<file path="src/rtl/glyph_pixel_serializer_if.sv">
// Purpose: bundles the character request, glyph ROM and pixel stream signals of the serializer.
// Latency: none, wiring only.
// Backpressure: char_vld/char_rdy on the request side, pixel_vld/pixel_rdy on the pixel side.
// Ports (serializer side = master):
//   char_vld/char_rdy, ascii[7:0], line_count[2:0] : character request
//   glyph_table_address[12:0], rom_read, rom_data[7:0] : glyph ROM access
//   pixel_vld/pixel_rdy, pixel, last_pixel             : serial pixel stream
interface glyph_pixel_serializer_if;
    logic        char_vld;
    logic        char_rdy;
    logic [7:0]  ascii;
    logic [2:0]  line_count;
    logic [12:0] glyph_table_address;
    logic        rom_read;
    logic [7:0]  rom_data;
    logic        pixel_vld;
    logic        pixel_rdy;
    logic        pixel;
    logic        last_pixel;

    modport master (
        input  char_vld, ascii, line_count, rom_data, pixel_rdy,
        output char_rdy, glyph_table_address, rom_read, pixel_vld, pixel, last_pixel
    );

    modport slave (
        output char_vld, ascii, line_count, rom_data, pixel_rdy,
        input  char_rdy, glyph_table_address, rom_read, pixel_vld, pixel, last_pixel
    );
endinterface

</file>
<file path="src/rtl/glyph_pixel_serializer.sv">
// Purpose: fetches one glyph row word from ROM per character and streams it out one pixel per beat.
// Latency: handshake C0, rom_read C1, row captured end of C1+ROM_LATENCY, first pixel the cycle after.
// Backpressure: pixel held stable while pixel_rdy=0; char_rdy only in IDLE, so requests wait upstream.
// Ports: clk_i (rising edge), rst_i (synchronous, active-high), bus (glyph_pixel_serializer_if.master).
// Parameter ROM_LATENCY (1..3): cycles from rom_read high to rom_data valid.
// Macro GLYPH_PIXEL_DOUBLE_EN: when defined, each glyph bit is emitted twice (16 pixels per row).
module glyph_pixel_serializer #(
    parameter int ROM_LATENCY = 1
) (
    input  logic                     clk_i,
    input  logic                     rst_i,
    glyph_pixel_serializer_if.master bus
);

    typedef enum logic [1:0] {IDLE, FETCH, WAIT, SHIFT} state_t;

`ifdef GLYPH_PIXEL_DOUBLE_EN
    localparam int PIX_W = 4;
`else
    localparam int PIX_W = 3;
`endif
    // Pixel counter is all-ones on the final pixel of the row.
    localparam logic [PIX_W-1:0] PIX_LAST  = '1;
    localparam logic [1:0]       WAIT_LAST = 2'(ROM_LATENCY - 1);

    state_t             state_q, state_d;
    logic [12:0]        addr_q, addr_d;
    logic [7:0]         sreg_q, sreg_d;
    logic [1:0]         wait_cnt_q, wait_cnt_d;
    logic [PIX_W-1:0]   pix_cnt_q, pix_cnt_d;

    // Two glyph rows share a ROM word, so the lowest scan line bit does not address the ROM.
    logic unused_line_lsb;
    assign unused_line_lsb = bus.line_count[0];

    assign bus.glyph_table_address = addr_q;

    always_ff @(posedge clk_i) begin
        if (rst_i) begin
            state_q    <= IDLE;
            addr_q     <= '0;
            sreg_q     <= '0;
            wait_cnt_q <= '0;
            pix_cnt_q  <= '0;
        end else begin
            state_q    <= state_d;
            addr_q     <= addr_d;
            sreg_q     <= sreg_d;
            wait_cnt_q <= wait_cnt_d;
            pix_cnt_q  <= pix_cnt_d;
        end
    end

    always_comb begin
        state_d        = state_q;
        addr_d         = addr_q;
        sreg_d         = sreg_q;
        wait_cnt_d     = wait_cnt_q;
        pix_cnt_d      = pix_cnt_q;
        bus.char_rdy   = 1'b0;
        bus.rom_read   = 1'b0;
        bus.pixel_vld  = 1'b0;
        bus.pixel      = 1'b0;
        bus.last_pixel = 1'b0;

        case (state_q)
            IDLE: begin
                bus.char_rdy = 1'b1;
                if (bus.char_vld) begin
                    addr_d  = {3'b000, bus.ascii, 2'b00} + {11'b0, bus.line_count[2:1]};
                    state_d = FETCH;
                end
            end
            FETCH: begin
                bus.rom_read = 1'b1;
                wait_cnt_d   = '0;
                state_d      = WAIT;
            end
            WAIT: begin
                // rom_data is only trusted in the last wait cycle; anything earlier is ignored.
                if (wait_cnt_q == WAIT_LAST) begin
                    sreg_d    = bus.rom_data;
                    pix_cnt_d = '0;
                    state_d   = SHIFT;
                end else begin
                    wait_cnt_d = wait_cnt_q + 2'd1;
                end
            end
            SHIFT: begin
                bus.pixel_vld  = 1'b1;
                bus.pixel      = sreg_q[7];
                bus.last_pixel = (pix_cnt_q == PIX_LAST);
                if (bus.pixel_rdy) begin
                    pix_cnt_d = pix_cnt_q + 1'b1;
`ifdef GLYPH_PIXEL_DOUBLE_EN
                    // Advance to the next glyph bit only after its second copy is taken.
                    if (pix_cnt_q[0]) begin
                        sreg_d = {sreg_q[6:0], 1'b0};
                    end
`else
                    sreg_d = {sreg_q[6:0], 1'b0};
`endif
                    if (pix_cnt_q == PIX_LAST) begin
                        state_d = IDLE;
                    end
                end
            end
            default: state_d = IDLE;
        endcase
    end

endmodule

</file>
<file path="src/flat_wrapper.sv">
// flat-port wrapper written by rule: the top's interface ports become plain ports
module glyph_pixel_serializer_flat 
#(
    parameter int ROM_LATENCY = 1
)
  (clk_i, rst_i, bus_char_vld, bus_ascii, bus_line_count, bus_rom_data, bus_pixel_rdy, bus_char_rdy, bus_glyph_table_address, bus_rom_read, bus_pixel_vld, bus_pixel, bus_last_pixel);
  glyph_pixel_serializer_if bus_i ();
  input  logic clk_i;
  input  logic rst_i;
  input wire logic [$bits(bus_i.char_vld)-1:0] bus_char_vld;
  input wire logic [$bits(bus_i.ascii)-1:0] bus_ascii;
  input wire logic [$bits(bus_i.line_count)-1:0] bus_line_count;
  input wire logic [$bits(bus_i.rom_data)-1:0] bus_rom_data;
  input wire logic [$bits(bus_i.pixel_rdy)-1:0] bus_pixel_rdy;
  output wire logic [$bits(bus_i.char_rdy)-1:0] bus_char_rdy;
  output wire logic [$bits(bus_i.glyph_table_address)-1:0] bus_glyph_table_address;
  output wire logic [$bits(bus_i.rom_read)-1:0] bus_rom_read;
  output wire logic [$bits(bus_i.pixel_vld)-1:0] bus_pixel_vld;
  output wire logic [$bits(bus_i.pixel)-1:0] bus_pixel;
  output wire logic [$bits(bus_i.last_pixel)-1:0] bus_last_pixel;
  assign bus_i.char_vld = bus_char_vld;
  assign bus_i.ascii = bus_ascii;
  assign bus_i.line_count = bus_line_count;
  assign bus_i.rom_data = bus_rom_data;
  assign bus_i.pixel_rdy = bus_pixel_rdy;
  assign bus_char_rdy = bus_i.char_rdy;
  assign bus_glyph_table_address = bus_i.glyph_table_address;
  assign bus_rom_read = bus_i.rom_read;
  assign bus_pixel_vld = bus_i.pixel_vld;
  assign bus_pixel = bus_i.pixel;
  assign bus_last_pixel = bus_i.last_pixel;
  glyph_pixel_serializer #(.ROM_LATENCY(ROM_LATENCY)) u_core (.clk_i(clk_i), .rst_i(rst_i), .bus(bus_i));
endmodule
</file>
<file path="config.mk">
export PLATFORM = sky130hd
export DESIGN_NAME = glyph_pixel_serializer_flat
export DESIGN_NICKNAME = d
export VERILOG_FILES = /design/src/rtl/glyph_pixel_serializer_if.sv /design/src/rtl/glyph_pixel_serializer.sv /design/src/flat_wrapper.sv
export SDC_FILE = /design/constraint.sdc
export NUM_CORES = 1
export LEC_CHECK = 0
export ABC_AREA = 0
export BUFFER_PORTS_ARGS = -buffer_cell sky130_fd_sc_hd__buf_2
export CAP_MARGIN = 20
export CORE_MARGIN = 2
export CORE_UTILIZATION = 53
export DETAILED_ROUTE_END_ITERATION = 12
export GPL_ROUTABILITY_DRIVEN = 0
export PLACE_DENSITY = 0.83
export SLEW_MARGIN = 20
export SYNTH_ARGS = -nofsm -noshare
export SYNTH_HDL_FRONTEND = slang
export SYNTH_SLANG_ARGS = --single-unit
</file>
<file path="constraint.sdc">
create_clock -name clk_i -period 2.8 [get_ports clk_i]
set_clock_uncertainty 0.15 [all_clocks]
set_input_delay 0.56 -clock clk_i [delete_from_list [all_inputs] [get_ports clk_i]]
set_output_delay 0.56 -clock clk_i [all_outputs]
set_load 0.02 [all_outputs]
</file>
==> flow_metrics.env, run 1 <==
export IMPL_status="finished clean"
export IMPL_avgSynthCellArea_um2=9.20
export IMPL_grt_pass1_vias=883
export IMPL_wl_per_cell_um=12.0
export IMPL_final_period_utilization_pct=86.1
export IMPL_route_vias_total=1029
export IMPL_htreeDepth=1
export IMPL_syn_cell_area_um2=1290
export IMPL_detail_route_antenna_nets=0
export IMPL_slew_violations=0
export IMPL_clock_sinks=25
export IMPL_grtUsageMet1_pct=21.1
export IMPL_initial_core_util_pct=57.1
export IMPL_seq_power_share_pct=41.9
export IMPL_die_area_um2=2840
export IMPL_cp_data_arrival_time_ns=1.70
export IMPL_slowest_delay_ns=0.59
export IMPL_min_path_type="reg2reg"
export IMPL_worstSetupPathType="reg2out"
export IMPL_cap_violations=0
export IMPL_grt_util_met3_pct=2.54
export IMPL_hold_viol=0
export IMPL_yosysMostFrequentCell="dfxtp_1"
export IMPL_busiest_layer="met2"
export IMPL_synthArstFlopShare_pct=0
export IMPL_setup_violations=0
export IMPL_antennaDiodeCount=0
export IMPL_core_area_um2=2250
export IMPL_first_iter_violations=21
export IMPL_powerDensity_nw_per_um2=828
export IMPL_ys_seq_area_share_pct=38.9
export IMPL_numCtsBuffers=3
export IMPL_crit_required_ns=2.09
export IMPL_ioPinCount=41
export IMPL_synthCells=140
export IMPL_dp_hpwl_um=1710
export IMPL_synth_cell_types=26
export IMPL_combPwrFrac_pct=45.1
export IMPL_leakagePower_nw=0.643
export IMPL_swShare_pct=39.1
export IMPL_finalPower_w=0.00121
export IMPL_grt_pass1_wl_um=3730
export IMPL_clock_latency_ns=0.32
export IMPL_yosysTopAreaCell="dfxtp_1"
export IMPL_fin_util_pct=64.8
export IMPL_track_usage_pct=17.7
export IMPL_synthTopCellsByArea="dfxtp_1 (39%), mux2i_1 (10%), ha_1 (7.8%)"
export IMPL_cts_tree="yes"
export IMPL_wirelength_um=2370
export IMPL_die_y_um=53.3
export IMPL_yosys_warnings=0
export IMPL_synth_edf_count=0
export IMPL_peakVddDrop_mv=0.452
export IMPL_p_sw_w=0.000474
export IMPL_path_clk_slew_ns=0.12
export IMPL_grt_max_degree=32
export IMPL_worstMarginPinSlew_ns=0.630
export IMPL_cts_hold_buf=0
export IMPL_drtPass1Iterations=4
export IMPL_crit_path_top_delay_cell="ha_1"
export IMPL_start_kind="flop"
export IMPL_synth_common_cells="dfxtp_1 (25), nand2_1 (23), mux2i_1 (13), a21oi_1 (12), nand2b_1 (9)"
export IMPL_fin_crit_ns=2.41
export IMPL_globalRouteMet2Util_pct=31.7
export IMPL_synth_top_flop_cell="dfxtp_1"
export IMPL_reg2reg_slack_ns=0.95
export IMPL_fin_nets=202
export IMPL_post_route_cells_drive_above_1_share_pct=26.5
export IMPL_cts_resized=0
export IMPL_clock_path_buffers=2
export IMPL_max_freq_mhz=415
export IMPL_antenna_found_initial=0
export IMPL_rsz0062_at_grt="false"
export IMPL_cts_root_buf="clkbuf_4"
export IMPL_rows=17
export IMPL_dieWidth_um=53.3
export IMPL_relSlewSlack_pct=58.0
export IMPL_synth_seq_cells=25
export IMPL_syn_to_final_growth_pct=13.5
export IMPL_internal_power_w=0.000737
export IMPL_setup_tns_ns=0
export IMPL_vias_per_cell=5.20
export IMPL_overflow=0
export IMPL_endpoint_kind="output port"
export IMPL_clkPwrFrac_pct=13.0
export IMPL_yosysTopAreaCellShare_pct=38.9
export IMPL_port_buffer_count=36
export IMPL_post_cts_buffers=0
export IMPL_crit_chain="ha_1 -> and2_1 -> buf_2"
export IMPL_drcViolationCount=0
export IMPL_crit_fanout=14
## worst max-delay path: cells and delay by family, from the launching register on
family        cells  cell delay [ns]
fa+ha+maj         1             0.59
buf+inv           1             0.16
flops             1             0.43
simple gates      1             0.21
## metrics by stage
step                cell area, µm²  setup slack (ns)  hold slack, ns  instances
floorplan                     1290             0.851           0.294        142
global placement              1430             0.778           0.288        194
detailed placement            1430             0.741           0.298        194
CTS                           1460             0.369           0.308        198
global route                  1460             0.250           0.312        198
finish                        1460             0.390           0.313        198
## per-layer routing
layer,wire (µm),share of wire [%]
met3,157,6.6
met2,1120,47
met4,38,1.6
met5,0,0
met1,1050,44
## power by group through the flow
stage / logic [W] / clock network (W) / registers, W
floorplan: 0.000440 / 0 / 0.000539
global placement: 0.000526 / 0 / 0.000509
detailed placement: 0.000543 / 0 / 0.000516
CTS: 0.000552 / 0.000164 / 0.000507
global route: 0.000600 / 0.000177 / 0.000519
finish: 0.000546 / 0.000157 / 0.000507
## worst paths after layout
check | end | startpoint | cells after the start
max | bus_last_pixel | u_core.state_q[0] | 3
min | u_core.bus.glyph_table_address[4] | u_core.bus.glyph_table_address[4] | 2
min reg2reg | u_core.bus.glyph_table_address[4] | u_core.bus.glyph_table_address[4] | 2
max reg2reg | u_core.pix_cnt_q[0] | u_core.state_q[0] | 3
## kinds of logic (layout without fill, tap and decap cells)
kind of cell             after synthesis  in the layout  share of synthesized area, %
AND/OR/NAND/NOR                       48             48                          20.0
AO/OA/AOI/OAI                         28             28                          15.5
flip-flops                            25             25                          38.9
buffers and inverters                 17             45                          7.39
multiplexers                          13             13                          10.1
adder cells (fa/ha/maj)                8              8                          7.77
other                                  1              3                         0.291
## area by class of cell
cell class | count | area, µm²
flip-flops and latches | 25 | 500
fillers | 198 | 793
inverters | 5 | 18.8
clock buffers | 3 | 22.5
multi-input cells | 100 | 699
clock inverters | 1 | 5.00
well taps | 28 | 35.0
repair buffers | 36 | 180
## layout by cell type (no fill, tap or decap), types with 2 or more instances in the layout
cell type and count:
mux2i_1 13, a31oi_1 7, a311oi_1 7, nand2b_1 9
nand3_1 2, inv_1 5, buf_2 36, nand2_1 23
conb_1 3, nand3b_1 2, a21oi_1 12, ha_1 8
clkbuf_4 3, dfxtp_1 25, or3b_2 2, nor2b_1 2
and2_1 3
## flip-flops by register name, summed over array words and instances, names as in the netlist
name	flops
u_core.state_q	2
u_core.bus.glyph_table_address	10
u_core.wait_cnt_q	2
u_core.sreg_q	8
u_core.pix_cnt_q	3
(Power assumes the default switching activity.)
==> run 2: changes to the inputs <==
clock period = 2.95 ns   (was 2.8 ns; I/O delays follow)
==> flow_metrics.env, run 2 (synthesis gave the netlist of run 1 again) <==
export IMPL_status="finished clean"
export IMPL_peakVddDrop_mv=0.490
export IMPL_antenna_found_initial=0
export IMPL_rows=17
export IMPL_hold_viol=0
export IMPL_leakagePower_nw=0.639
export IMPL_ff2ff_path_depth=3
export IMPL_relSlewSlack_pct=59.5
export IMPL_wl_per_cell_um=11.6
export IMPL_fin_crit_ns=2.43
export IMPL_r2r_start="u_core.state_q[1]"
export IMPL_setup_violations=0
export IMPL_fin_nets=202
export IMPL_wirelength_um=2300
export IMPL_design_area_um2=1460
export IMPL_cts_tree="yes"
export IMPL_track_usage_pct=18.2
export IMPL_endpoint_kind="output port"
export IMPL_cap_violations=0
export IMPL_vias_per_cell=5.26
export IMPL_post_cts_buffers=0
export IMPL_start_kind="flop"
export IMPL_setup_tns_ns=0
export IMPL_core_area_um2=2250
export IMPL_die_y_um=53.3
export IMPL_placed_area_um2=1430
export IMPL_cts_resized=0
export IMPL_grt_max_degree=32
export IMPL_min_path_type="reg2reg"
export IMPL_detail_route_antenna_nets=0
export IMPL_post_route_cells_drive_above_1_share_pct=26.5
export IMPL_worstMarginPinSlew_ns=0.607
export IMPL_crit_required_ns=2.21
export IMPL_largest_reg_flops=10
export IMPL_max_freq_mhz=412
export IMPL_grt_pass1_wl_um=3760
export IMPL_clock_path_buffers=2
export IMPL_crit_path_end="bus_last_pixel"
export IMPL_dieWidth_um=53.3
export IMPL_syn_to_final_growth_pct=13.7
export IMPL_overflow=0
export IMPL_slew_violations=0
export IMPL_drtPass1Iterations=4
export IMPL_cp_data_arrival_time_ns=1.69
export IMPL_rsz0062_at_grt="false"
export IMPL_clock_latency_ns=0.31
export IMPL_startpoint="u_core.state_q[1]"
export IMPL_layout_common_cells="buf_2 (36), dfxtp_1 (25), nand2_1 (23)"
export IMPL_reg2reg_slack_ns=1.11
export IMPL_initial_core_util_pct=57.1
export IMPL_dp_hpwl_um=1710
export IMPL_worstHoldStart="u_core.bus.glyph_table_address[6]"
export IMPL_first_iter_violations=8
export IMPL_path_clk_slew_ns=0.13
export IMPL_port_buffer_count=36
export IMPL_clock_sinks=25
export IMPL_powerDensity_nw_per_um2=785
export IMPL_hold_slack_ns=0.313
export IMPL_final_period_utilization_pct=82.3
export IMPL_grt_pass1_vias=921
export IMPL_cts_hold_buf=0
export IMPL_htreeDepth=1
export IMPL_cts_root_buf="clkbuf_4"
export IMPL_finalPower_w=0.00115
export IMPL_worstSetupPathType="reg2out"
export IMPL_crit_fanout=14
export IMPL_die_area_um2=2840
export IMPL_numCtsBuffers=3
export IMPL_drcViolationCount=0
export IMPL_r2r_end="u_core.pix_cnt_q[0]"
export IMPL_route_vias_total=1042
export IMPL_ioPinCount=41
export IMPL_final_common_cell="buf_2"
export IMPL_antennaDiodeCount=0
==> run 2: power by group <==
group,switching (W),internal (W)
Sequential,0.0000538,0.000429
Clock,0.000101,0.0000517
Combinational,0.000295,0.000219
==> run 2: routing by layer <==
| layer | wire (µm) | vias to the layer above | part of all wire, % | track usage (%) |
|---|---|---|---|---|
| met5 | 0 | - | 0 | 0 |
| met4 | 16 | 0 | 0.70 | 8.97 |
| met3 | 152 | 2 | 6.6 | 2.82 |
| met2 | 1130 | 35 | 49 | 32.7 |
| met1 | 1000 | 461 | 44 | 20.5 |
| li1 | - | 544 | - | - |
==> run 2: worst max-delay path, cell delays in order, from the launching register on <==
cell and delay (ns):
dfxtp_1 0.43, ha_1 0.58, and2_1 0.21, buf_2 0.16
==> run 2: worst min-delay path by stage <==
stage          cells past startpoint                           endpoint  slack [ns]
2_1_floorplan                      2               u_core.wait_cnt_q[0]        0.29
3_3_place_gp                       2  u_core.bus.glyph_table_address[3]        0.29
3_5_place_dp                       2  u_core.bus.glyph_table_address[6]        0.30
4_1_cts                            2  u_core.bus.glyph_table_address[6]        0.32
5_1_grt                            3  u_core.bus.glyph_table_address[1]        0.33
6_report                           2  u_core.bus.glyph_table_address[6]        0.31
==> run 2: area by class of cell <==
| cell class | instances | area [µm²] |
|---|---|---|
| fill | 193 | 791 |
| multi-input combinational | 100 | 699 |
| sequential | 25 | 500 |
| timing repair buffer | 36 | 180 |
| tap | 28 | 35.0 |
| clock buffer | 3 | 22.5 |
| inverter | 5 | 18.8 |
| clock inverter | 1 | 7.51 |
==> run 2: stage by stage <==
step	util, %	std cells	setup slack, ns
floorplan	-	142	0.971
global placement	63.6	194	0.898
detailed placement	63.6	194	0.872
CTS	64.9	198	0.489
global route	64.9	198	0.379
finish	64.9	198	0.523
